**config.mk**
```make
export PLATFORM = sky130hd
export DESIGN_NAME = renode_bus_arbiter
export DESIGN_NICKNAME = d
export VERILOG_FILES = /design/src/rtl/renode_bus_arbiter.sv
export SDC_FILE = /design/constraint.sdc
export NUM_CORES = 1
export LEC_CHECK = 0
export ABC_AREA = 1
export ABC_CLOCK_PERIOD_IN_PS = 4700
export CORE_AREA = 4 4 310 312
export CTS_CLUSTER_SIZE = 20
export DETAILED_ROUTE_END_ITERATION = 8
export DIE_AREA = 0 0 314 316
export PLACE_DENSITY = 0.4
export SYNTH_ARGS = -nofsm -noshare
export SYNTH_HDL_FRONTEND = slang
export SYNTH_SLANG_ARGS = --single-unit
export TNS_END_PERCENT = 10
```
**constraint.sdc**
```tcl
create_clock -name clk -period 4.7 [get_ports clk]
set_input_delay 0.47 -clock clk [delete_from_list [all_inputs] [get_ports clk]]
set_output_delay 0.47 -clock clk [all_outputs]
set_load 0.02 [all_outputs]
```
**src/rtl/renode_bus_arbiter.sv**
```systemverilog
// renode_bus_arbiter: round-robin arbiter sharing one Renode bus channel among local requesters.
// Optional response timeout under `RENODE_BUS_ARBITER_TIMEOUT_EN.
module renode_bus_arbiter #(
  parameter int RequestersCount = 4,
  parameter int AddressWidth = 64,
  parameter int DataWidth = 64,
  parameter int TimeoutCycles = 1024,
  localparam int GW = (RequestersCount > 1) ? $clog2(RequestersCount) : 1
) (
  input  logic                                   clk,
  input  logic                                   rst,
  input  logic [RequestersCount-1:0]             req_valid,
  output logic [RequestersCount-1:0]             req_ready,
  input  logic [RequestersCount-1:0]             req_write,
  input  logic [RequestersCount*AddressWidth-1:0] req_address,
  input  logic [RequestersCount*DataWidth-1:0]   req_data,
  input  logic [RequestersCount*2-1:0]           req_size,
  output logic [RequestersCount-1:0]             resp_valid,
  output logic [DataWidth-1:0]                   resp_data,
  output logic                                   resp_error,
  output logic                                   fwd_valid,
  output logic                                   fwd_write,
  output logic [1:0]                             fwd_size,
  output logic [AddressWidth-1:0]                fwd_address,
  output logic [DataWidth-1:0]                   fwd_data,
  input  logic                                   fwd_ready,
  input  logic                                   fwd_resp_valid,
  input  logic                                   fwd_resp_error,
  input  logic [DataWidth-1:0]                   fwd_resp_data,
  output logic [GW-1:0]                          grant_id,
  output logic                                   busy
);
  typedef enum logic [1:0] {IDLE, ISSUE, WAIT_RESP, RESPOND} state_t;
  state_t state, state_nx;
  logic [GW-1:0] ptr, sel, off;
  logic [GW:0] sum;
  logic [2*RequestersCount-1:0] dbl;
  logic [RequestersCount-1:0] rot;
  logic found, timeout;
  logic sel_write;
  logic [1:0] sel_size;
  logic [AddressWidth-1:0] sel_addr;
  logic [DataWidth-1:0] sel_data;
  if (RequestersCount < 1 || RequestersCount > 16 || DataWidth != 64 || TimeoutCycles < 1) begin : g_bad_params
    $error("renode_bus_arbiter: unsupported parameter set");
  end
  function automatic logic [DataWidth-1:0] size_mask(input logic [1:0] s);
    return (s == 2'd0) ? DataWidth'(8'hFF) :
           (s == 2'd1) ? DataWidth'(16'hFFFF) :
           (s == 2'd2) ? DataWidth'(32'hFFFF_FFFF) : '1;
  endfunction
  // Rotate requests so the pointer lands at bit 0; lowest set bit wins.
  always_comb begin
    dbl = {req_valid, req_valid} >> ptr;
    rot = dbl[RequestersCount-1:0];
    found = 1'b0;
    off = '0;
    for (int k = RequestersCount - 1; k >= 0; k--) begin
      if (rot[k]) begin
        found = 1'b1;
        off = GW'(k);
      end
    end
    sum = {1'b0, ptr} + {1'b0, off};
    sel = (sum >= (GW+1)'(RequestersCount)) ? GW'(sum - (GW+1)'(RequestersCount)) : sum[GW-1:0];
  end
  always_comb begin
    sel_write = 1'b0;
    sel_size = '0;
    sel_addr = '0;
    sel_data = '0;
    for (int k = 0; k < RequestersCount; k++) begin
      if (sel == GW'(k)) begin
        sel_write = req_write[k];
        sel_size = req_size[k*2 +: 2];
        sel_addr = req_address[k*AddressWidth +: AddressWidth];
        sel_data = req_data[k*DataWidth +: DataWidth];
      end
    end
  end
`ifdef RENODE_BUS_ARBITER_TIMEOUT_EN
  localparam int CW = $clog2(TimeoutCycles + 1);
  logic [CW-1:0] cnt;
  always_ff @(posedge clk) begin
    if (rst) cnt <= '0;
    else if (state == ISSUE && fwd_ready) cnt <= '0;
    else if (state == WAIT_RESP) cnt <= cnt + CW'(1);
  end
  assign timeout = (state == WAIT_RESP) && (cnt == CW'(TimeoutCycles - 1));
`else
  assign timeout = 1'b0;
`endif
  always_comb begin
    state_nx = state;
    case (state)
      IDLE:      state_nx = found ? ISSUE : IDLE;
      ISSUE:     state_nx = fwd_ready ? WAIT_RESP : ISSUE;
      WAIT_RESP: state_nx = (fwd_resp_valid || timeout) ? RESPOND : WAIT_RESP;
      default:   state_nx = IDLE;
    endcase
  end
  always_ff @(posedge clk) begin
    if (rst) begin
      state <= IDLE;
      ptr <= '0;
      grant_id <= '0;
      fwd_write <= 1'b0;
      fwd_size <= '0;
      fwd_address <= '0;
      fwd_data <= '0;
      resp_data <= '0;
      resp_error <= 1'b0;
    end else begin
      state <= state_nx;
      if (state == IDLE && found) begin
        grant_id <= sel;
        ptr <= (sel == GW'(RequestersCount - 1)) ? '0 : sel + GW'(1);
        fwd_write <= sel_write;
        fwd_size <= sel_size;
        fwd_address <= sel_addr;
        fwd_data <= sel_data & size_mask(sel_size);
      end
      // A response arriving alongside the timeout takes precedence.
      if (state == WAIT_RESP && fwd_resp_valid) begin
        resp_data <= fwd_write ? '0 : fwd_resp_data & size_mask(fwd_size);
        resp_error <= fwd_resp_error;
      end else if (timeout) begin
        resp_data <= '0;
        resp_error <= 1'b1;
      end
    end
  end
  assign req_ready = (state == IDLE && found) ? RequestersCount'(1) << sel : '0;
  assign resp_valid = (state == RESPOND) ? RequestersCount'(1) << grant_id : '0;
  assign fwd_valid = (state == ISSUE);
  assign busy = (state != IDLE);
endmodule

```
# Yosys cells after proc, flatten, opt, wreduce, memory -nomap -nowiden
# Cells that the tools add are included.
[totals]
output_inout_bits = 208
ff_bits = 202
latch_bits = 0
rom_bits = 0
mem_count = 0
ram_bits = 0
[op_classes]
add_sub_neg = 3
n_reduce_logical = 7
order_cmp = 1
n_mul = 0
bitwise = 2
muxes = 39
eq_ne = 10
shifts = 3
div_mod_pow = 0
[ops]
columns = ["operator", "n"]
rows = [
  ["64-bit two-way mux", 15],
  ["64-bit AND", 2],
  ["2-bit two-way mux", 11],
  ["2-bit equality test, second input constant", 6],
  ["1-bit two-way mux", 10],
  ["2-bit by 1-bit equality test with 1-bit output, second input constant", 4],
  ["2-bit zero test", 4],
  ["4-bit two-way mux", 2],
  ["1-bit by 2-bit << shifter with 4-bit output, first input constant", 2],
  ["8-bit by 2-bit >> shifter with 4-bit output", 1],
  ["2-bit case mux with 3 select lines", 1],
  ["2-bit by 2-bit adder with 3-bit output", 1],
  ["3-bit >= comparator, second input constant", 1],
  ["2-bit by 1-bit adder with 2-bit output, second input constant", 1],
  ["1-bit logical AND", 2],
  ["2-bit nonzero test", 1],
  ["2-bit by 1-bit subtractor with 2-bit output, second input constant", 1],
]

# Logic depth before layout (Yosys ltp)
# Gate-level depths: netlist of run 1.
[logic_depth]
ltp_word = 18
ltp_mapped = 24
mapped_depth_nobuf = 22

# Worst setup path after synthesis of run 1
# Ideal clock, no wire load.
[synth_timing]
path_kind = "in2out"
startpoint = "input req_valid[1]"
endpoint = "output req_ready[1]"
path_buffers = 2
slack_ps = 1671
arrival_time_ps = 2559
cell_stages = 15
required_time_ps = 4230
cell_sequence = "nand2_1 -> nand3_1 -> nand2_2 -> nand3_1 -> a21boi_0 -> ha_1 -> xor2_1 -> nand3b_1 -> nand2_1 -> inv_1 -> ha_1 -> clkinv_1 -> buf_2 -> clkbuf_1 -> nor2_1"
[synth_via]
elab_chain_len = 10
[synth_rtl]
columns = ["element", "line_no", "source"]
rows = [
  ["from (decl)", "12", "input logic [RequestersCount-1:0] req_valid,"],
  ["8-bit by 2-bit >> shifter with 4-bit output (*)", "54", "dbl = {req_valid, req_valid} >> ptr;"],
  ["2-bit two-way mux (3 in series)", "59", "if (rot[k]) begin"],
  ["2-bit two-way mux (*)", "59", ""],
  ["2-bit by 2-bit adder with 3-bit output (*)", "64", "sum = {1'b0, ptr} + {1'b0, off};"],
  ["3-bit >= comparator or 2-bit by 1-bit subtractor with 2-bit output (tied branches)", "65", "sel = (sum >= (GW+1)'(RequestersCount)) ? GW'(sum - (GW+1)'(RequestersCount)) : sum[GW-1:0];"],
  ["2-bit two-way mux (*)", "65", ""],
  ["net sel[1]", "35", "logic [GW-1:0] ptr, sel, off;"],
  ["1-bit by 2-bit << shifter with 4-bit output (*)", "133", "assign req_ready = (state == IDLE && found) ? RequestersCount'(1) << sel : '0;"],
  ["4-bit two-way mux (*)", "133", ""],
  ["to (decl)", "13", "output logic [RequestersCount-1:0] req_ready,"],
]
# The timed path passes the listed nets; every way through them passes the cells marked *.

# Worst setup path in the final report of run 1
[layout_timing]
startpoint = "register ptr[0]"
endpoint = "output req_ready[1]"
[layout_via]
elab_chain_len = 10
[layout_rtl]
columns = ["element", "line_no", "source"]
rows = [
  ["from (decl)", "35", ""],
  ["from (signal assigned)", "117", "ptr <= (sel == GW'(RequestersCount - 1)) ? '0 : sel + GW'(1);"],
  ["8-bit by 2-bit >> shifter with 4-bit output", "54", ""],
  ["2-bit two-way mux (4 in series)", "59", ""],
  ["2-bit by 2-bit adder with 3-bit output (*)", "64", ""],
  ["3-bit >= comparator or 2-bit by 1-bit subtractor with 2-bit output (tied branches)", "65", ""],
  ["2-bit two-way mux (*)", "65", ""],
  ["net sel[1]", "35", ""],
  ["1-bit by 2-bit << shifter with 4-bit output (*)", "133", ""],
  ["4-bit two-way mux (*)", "133", ""],
]
# Marked as above.

==> impl.org, run 1 <==
** Run status
- The flow ran to the end, and the final reports show no timing, DRC or antenna violations.

** Power
- Static leakage :: 9.181 nW
- Total power of the final layout :: 17.67 mW
- VDD sags by at most 0.4655 mV.
- Total power per unit cell area :: 781.4 nW/um^2

** Worst setup path
- Worst Path Max Fanout :: 13
- For flop-to-flop paths, the worst setup slack is 0.94 ns.
- Data arrival, critical path :: 3.91 ns
- For the worst setup path, the data required time is 4.23 ns.
- Start-to-end type of the worst setup path :: flop to output port
- The worst setup path is launched from a flop.
- The worst setup path is captured at an output port.

** STA
- Max frequency :: 228.1 MHz
- Worst slew margin relative to its limit :: 46.25%
- Number of max-slew violations in the final report :: 0
- For the final routed database, the setup TNS stands at 0 ns.
- RSZ-0062 raised after global routing :: no
- Fin crit share :: 93.27%
- Worst-Margin Slew :: 0.8062 ns
- Shortest period the worst path allows :: 4.384 ns
- Number of hold-slack violations in the final timing report :: 0
- For the final database, setup skew stands at 0.01370 ns.
- Setup violations remaining at the end of the flow were counted as 0.

** Finish
- For this run, the post-layout net count is 3353.
- Share of cells above drive strength 1 :: 4.836%
- Leaving out fill and tap cells, the most frequent cell in the layout is clkdlybuf4s50_1.
- In the layout the commonest cells are clkdlybuf4s50_1 (803), nand2_1 (672), nor2_1 (291).
- Layout overhead on the synthesized area :: 87.22%
- After filler insertion, the fill cell instance count of the layout stands at 10550.
- Design area :: 22620 sq um
- After the flow finishes, the layout carries non-filler instances totaling 4035.

** Route
- First drt pass iteration count :: 5
- The detail route stage leaves a number of antenna-violating nets equal to 0.
- After detailed routing, the number of vias per cell comes to 4.026.
- The final layout contains routed wiring with a total length of 88.49 mm.
- Wire length per cell :: 21.93 microns
- Across all layers, the routed design uses 16250 vias.
- After detailed routing, the number of remaining DRC violations is 0.
- In this run, the number of DRC markers left after iteration 0 of detailed routing was 847.

** Logic synthesis
- Gate count after technology mapping :: 2028
- Area share of the largest cell type after synthesis :: 33.47%
- The netlist uses 32 different library cells.
- Cell taking the most area after synthesis :: dfxtp_1
- Yosys mapped a number of flops with a built-in enable equal to 0.
- Counting flops and latches in the post-synthesis netlist gives 202.
- The synthesized netlist occupies a cell area of 12080 sq um.
- Summing the sequential cell areas from Yosys gives 33.47% of the chip area.
- Synthesis produced a netlist with a net count of 2630.
- Post-synth top flop :: dfxtp_1
- Avg Inst Size Synth :: 5.957 sq um
- During synthesis, Yosys emitted a total of 0 warnings.
- Synth area leaders :: dfxtp_1 (33%), nand2_1 (21%), o21ai_0 (9.3%)
- Share of async-settable or async-resettable flops after synthesis :: 0%

** CTS
- Worst-skew pair later-pin latency :: 0.59 ns
- Inserted Clock Buffers :: 29
- Clock-pin slew was measured on the worst setup and hold paths at 0.06 ns.
- Longest Clk Path Bufs :: 3
- In this run the number of H-tree levels came out at 1.
- Buffers inserted to repair hold after CTS numbered 0.
- TritonCTS built the clock tree.
- CTS Root Cell :: clkbuf_16
- For this design, the sink count on the clock tree is 202.

** Die
- The initialized floorplan defines 112 standard-cell rows.
- The floorplan step defined a die boundary enclosing 99220 sq um.
- Once the floorplan was initialized, standard cells occupied 12.98% of the core.
- The die is 316 microns tall.
- Width of the die :: 314 microns
- Io pins :: 805
- The floorplan step defined a core boundary enclosing 93050 sq um.

** Placement
- Placed Cells incl. Taps :: 3973
- The HPWL after detailed placement is 71.01 mm.
- Placer's final routability congestion estimate :: 0.9272
- Port bufs :: 804
- Placed Area :: 21590 sq um

** Global route
- All-Layer GR Usage :: 16.88%
- Number of global-route vias before repair :: 16550
- Entering global routing, the biggest net connects 105 pins.
- The number of antenna violations at the first check in global routing is 29.
- Remaining global-route overflow :: 0
- The first global-routing pass estimated 122.8 mm of wire.

** Flow run
- Number of maximum-capacitance violations :: 0

** Min path
- Tightest Hold Check Type :: input pin to flop
cell usage after synthesis, types with 5 or more instances:
cell type	number
nand2_1	672
buf_4	7
o21ai_0	224
inv_1	37
o211ai_1	31
o21ai_1	9
dfxtp_1	202
or2_2	10
buf_1	19
ha_1	5
clkbuf_1	96
nand3_1	149
buf_2	43
a21oi_1	170
o21bai_1	32
nor2_1	293
final timing paths:
check / start / endpoint / cells past startpoint
max: ptr[0] / req_ready[1] / 15
min: rst / resp_data[20] / 2
max reg2reg: ptr[0] / fwd_address[7] / 24
min reg2reg: resp_data[11] / resp_data[11] / 2
stage by stage:
| step | hold WS (ns) | util (%) | setup WS (ns) |
|---|---|---|---|
| finish | 0.3559 | 24.31 | 0.3163 |
| global route | 0.3483 | 24.30 | 0.01101 |
| CTS | 0.3207 | 24.27 | 0.09807 |
| detailed placement | 0.4558 | 23.20 | 0.4469 |
| global placement | 0.4511 | 23.20 | 0.4645 |
| floorplan | 0.5170 | - | 1.671 |
flip-flops by register name, indices dropped and copies added, names as in the netlist:
signal	count
ptr	2
state	2
fwd_address	64
resp_data	64
fwd_data	64
fwd_size	2
grant_id	2
fwd_write	1
resp_error	1
worst max-delay path: stages, from the launching register on:
cell             delay, ns
dfxtp_1               0.48
inv_2                 0.09
nand2_1               0.10
nand3_1               0.09
nand2_2               0.11
nand3_1               0.07
a21boi_0              0.21
ha_1                  0.20
xor2_1                0.18
nand3b_1              0.13
nand2_1               0.19
inv_1                 0.18
ha_4                  0.28
inv_2                 0.21
nor2_1                0.17
clkdlybuf4s50_1       0.63
what timing repair did:
| item | in CTS | in global routing |
|---|---|---|
| gates resized for setup | 0 | 2 |
| setup endpoints to repair | 0 | 2 |
| endpoints found under the hold margin | 0 | 0 |
| buffers inserted | 0 | 1 |
metal layers:
metal / global-route usage (%) / wire length, microns
met1: 19.20 / 34640
met2: 30.80 / 44300
met3: 4.876 / 7062
met4: 4.548 / 2381
met5: 0 / 101
power by group:
part / switching (mW) / internal (mW)
Sequential: 0.272 / 2.17
Combinational: 8.37 / 4.52
Clock: 0.897 / 1.44
kinds of logic (layout without fill, tap and decap cells):
logic type	Yosys count	after routing	share of synthesized area, %
buffers and inverters	213	956	7.530
flip-flops	202	202	33.47
adder cells (fa/ha/maj)	5	5	0.5179
AND/OR/NAND/NOR	1137	1137	37.55
XOR/XNOR	1	1	0.07251
other	0	10	0
AO/OA/AOI/OAI	470	470	20.86
final cells by class:
class | instances | area, sq um | area share, %
repair buffers | 861 | 8623 | 38.13
multi-input cells | 1613 | 7179 | 31.74
flip-flops and latches | 202 | 4045 | 17.89
well taps | 1254 | 1569 | 6.937
clock buffers | 42 | 834.6 | 3.690
inverters | 44 | 180.2 | 0.7966
clock inverters | 9 | 160.2 | 0.7081
diodes | 10 | 25.02 | 0.1106
(Power assumes the default switching activity.)
==> inputs of run 2 (changes only) <==
Settings changed: CORE_AREA 4 4 310 312 to 5 5 311 313, DIE_AREA 0 0 314 316 to 0 0 316 318.
==> impl.org, run 2 (same netlist as run 1, synthesis figures left out) <==
** Placement
- The worst slack at placement is 0.5895 ns (+0.1427 ns).
- The count of placed standard cells including taps came to 3964 (-0.23%).
- Placer's final routability congestion estimate :: 0.8724 (-5.9%)
- The count of input and output buffers was 804 (unchanged).
- The placed wire-length estimate is 69.05 mm (-2.8%).

** Route
- The number of iterations in the first detailed-routing pass was 5 (unchanged).
- The first-iteration detailed-routing DRC count came to 997 (+18%).
- Detail-routed via count per cell :: 3.997 (-0.72%)
- The per-cell routed wire length came to 21.74 microns (-0.88%).
- The final wirelength was 87.79 mm (-0.78%).
- Count of unresolved DRC violations after routing :: 0 (unchanged)
- The count of nets left with antenna violations after detail routing is 0 (unchanged).
- Number of vias after detailed routing :: 16140 (-0.62%)

** Worst setup path
- Walking the worst path, the cells encountered are inv_2 > nand2_1 > nand3_1 > nand2_2 > nand3_1 > a21boi_0 > ha_1 > xor2_1 > nand3b_1 > nand2_1 > buf_4 > ha_1 > inv_8 > nor2_1 > clkdlybuf4s50_1.
- Kind of start point of the critical path :: flop
- CP peak stage delay :: 0.65 ns (+0.02 ns)
- Cell with the largest stage delay on the worst path :: clkdlybuf4s50_1
- The top fanout value on the critical path came to 30 (+17).
- The data required time of the critical path is 4.23 ns (about the same).
- The signal arrival time at the worst endpoint was 3.87 ns (-0.04 ns).
- The critical path in this run is classified as flop to output port.
- STA classifies the critical path endpoint as an output port.

** Finish
- Commonest non-fill, non-tap cell in the layout :: clkdlybuf4s50_1
- Non-filler cells in the finished layout :: 4039 (+0.099%)
- The share of layout cells above drive strength 1 came to 4.212% (-0.62 points).
- Sequential standard cell area :: 4044 sq um (about the same)
- The count of nets after finishing came to 3333 (-0.60%).
- Combined area of the multi-input logic cells :: 7177 sq um (about the same)
- Registers with the most flip-flops :: fwd_address: 64 flops, fwd_data: 64 flops, resp_data: 64 flops
- The area growth from synthesis to layout is 86.22%.
- Leaving out fill and tap cells, the most frequent cells in the layout are clkdlybuf4s50_1 (803), nand2_1 (672), nor2_1 (291).
- The count of fill cells added during filler insertion was 10690 (+1.3%).

** Global route
- All-Layer GR Usage :: 16.42% (-0.46 points)
- Remaining global-route overflow :: 0 (unchanged)
- Maximum number of pins on one net before global-route repair :: 113 (+7.6%)
- The wire length of the first global-routing pass came to 121.3 mm (-1.2%).
- The number of antenna violations at the first check in global routing was 42 (+45%).
- Number of global-route vias before repair :: 16380 (-1.1%)

** Die
- The die outline width is 316 microns (+0.64%).
- The number of I/O pins came to 805 (unchanged).
- The height of the chip came to 318 microns (+0.63%).
- Area of the die :: 100500 sq um (+1.3%)
- Initial standard-cell utilization of the core :: 12.85% (-0.13 points)
- The core box area came to 94020 sq um (+1.0%).
- The row count is 113 (+0.89%).

** CTS
- CTS Root Cell :: clkbuf_16
- H-tree depth :: 1 (unchanged)
- The clock-pin slew on the worst setup and hold paths was 0.06 ns (about the same).
- Inserted Clock Buffers :: 30 (+3.4%)
- Total clock sinks :: 202 (unchanged)
- The clock latency on the worst-skew pair came to 0.61 ns (+0.02 ns).
- Post-CTS Resized :: 0 (unchanged)
- The maximum buffer depth of the clock tree is 3 (unchanged).
- Post-CTS setup buffer count :: 0 (unchanged)
- The post-cts hold buffer count came to 0 (unchanged).
- Clock tree from TritonCTS :: done

** Power
- Max IR drop VDD :: 0.4295 mV (-7.7%)
- The design internal power came to 7.858 mW (-3.4%).
- Combinational share of power :: 71.8% (-1.1 points)
- Part of the total power dissipated in the clock network :: 14.0% (+0.8 points)
- Total power of the final layout :: 17.14 mW (-3.0%)
- Total power per unit cell area :: 762.0 nW/um^2 (-2.5%)
- Switching pwr :: 9.285 mW (-2.7%)
- Sequential share of power :: 14.3% (+0.5 points)
- The reported leakage power is 9.087 nW (-1.0%).
- Share of total power consumed by net switching :: 54.16% (+0.17 points)

** STA
- Worst slew margin relative to its limit :: 39.18% (-7.1 points)
- The final-report max-slew violation count is 0 (unchanged).
- RSZ-0062 raised after global routing :: no
- WHS :: 0.3388 ns (-0.01711 ns)
- Number of hold-slack violations in the final timing report :: 0 (unchanged)
- Setup ws final :: 0.3611 ns (+0.04487 ns)
- The measured slew at the worst slew-check pin came to 0.9123 ns (+0.1061 ns).
- The fmax was 230.5 MHz (+1.0%).
- The final setup skew came to 0.01355 ns (-0.0001507 ns).
- The final critical-path required period is 4.339 ns (-0.04487 ns).
- The fraction of the cycle the final worst path needs came to 92.32% (-0.95 points).
- The number of failing setup endpoints in the final timing report came to 0 (unchanged).
- Total negative slack :: 0 ns (unchanged)

** Run status
- Status :: completed

** Flow run
- The max-capacitance violation count was 0 (unchanged).

** Min path
- The path class of the tightest hold or removal check is input pin to flop.
## run 2: cell types whose count changed in the layout (fill, tap and decap cells not counted), moves of 2 or more
cell and delta:
bufinv_16 -2, clkbuf_8 +4, diode_2 +10, buf_4 -18
buf_12 -3
## run 2: final cells by class
cell class	instances	area share, %
repair buffers	840	37.46
multi-input cells	1613	31.90
flip-flops and latches	202	17.98
well taps	1265	7.036
clock buffers	46	4.049
inverters	44	0.7898
clock inverters	9	0.5617
diodes	20	0.2225
## run 2: stage by stage
step / utilization, % / instance area, sq um
after CTS: 23.87 / 22450
final: 23.93 / 22500
after global placement: 22.77 / 21410
after global routing: 23.90 / 22470
after detailed placement: 22.77 / 21410
after floorplan: - / 12080
## run 2: power by group through the flow
| stage | Combinational, mW | Clock (mW) | Sequential, mW |
|---|---|---|---|
| final | 12.3 | 2.40 | 2.45 |
| after global routing | 13.9 | 2.57 | 2.50 |
| after CTS | 12.6 | 2.50 | 2.46 |
| after detailed placement | 12.5 | 0 | 2.48 |
| after global placement | 12.6 | 0 | 2.48 |
| after floorplan | 7.06 | 0 | 2.92 |
## run 2: critical path: cells and delay by family (launching register included)
kind / cells / cell delay (ns)
buffers and inverters: 4 / 1.05
DFF: 1 / 0.48
and+or+nand+nor: 7 / 0.81
adders and majority gates: 2 / 0.61
AOI/OAI and AO/OA: 1 / 0.21
xor gates and xnor gates: 1 / 0.07
## run 2: per-layer routing
metal  GRT usage (%)  wire (microns)  vias to the layer above
met3           6.147            8292                      125
met4           5.185            1855                       26
met5               0             168                        -
li1                -               -                     8038
met2           28.42           42750                      581
met1           18.69           34720                     7374
## run 2: final timing paths
kind / startpoint / to / slack [ns] / cells after the start
setup reg to reg: ptr[0] / fwd_address[35] / 0.92 / 23
hold / removal: rst / resp_data[26] / 0.34 / 2
hold reg to reg: resp_data[26] / resp_data[26] / 0.46 / 2
setup / recovery: ptr[0] / req_ready[3] / 0.36 / 15
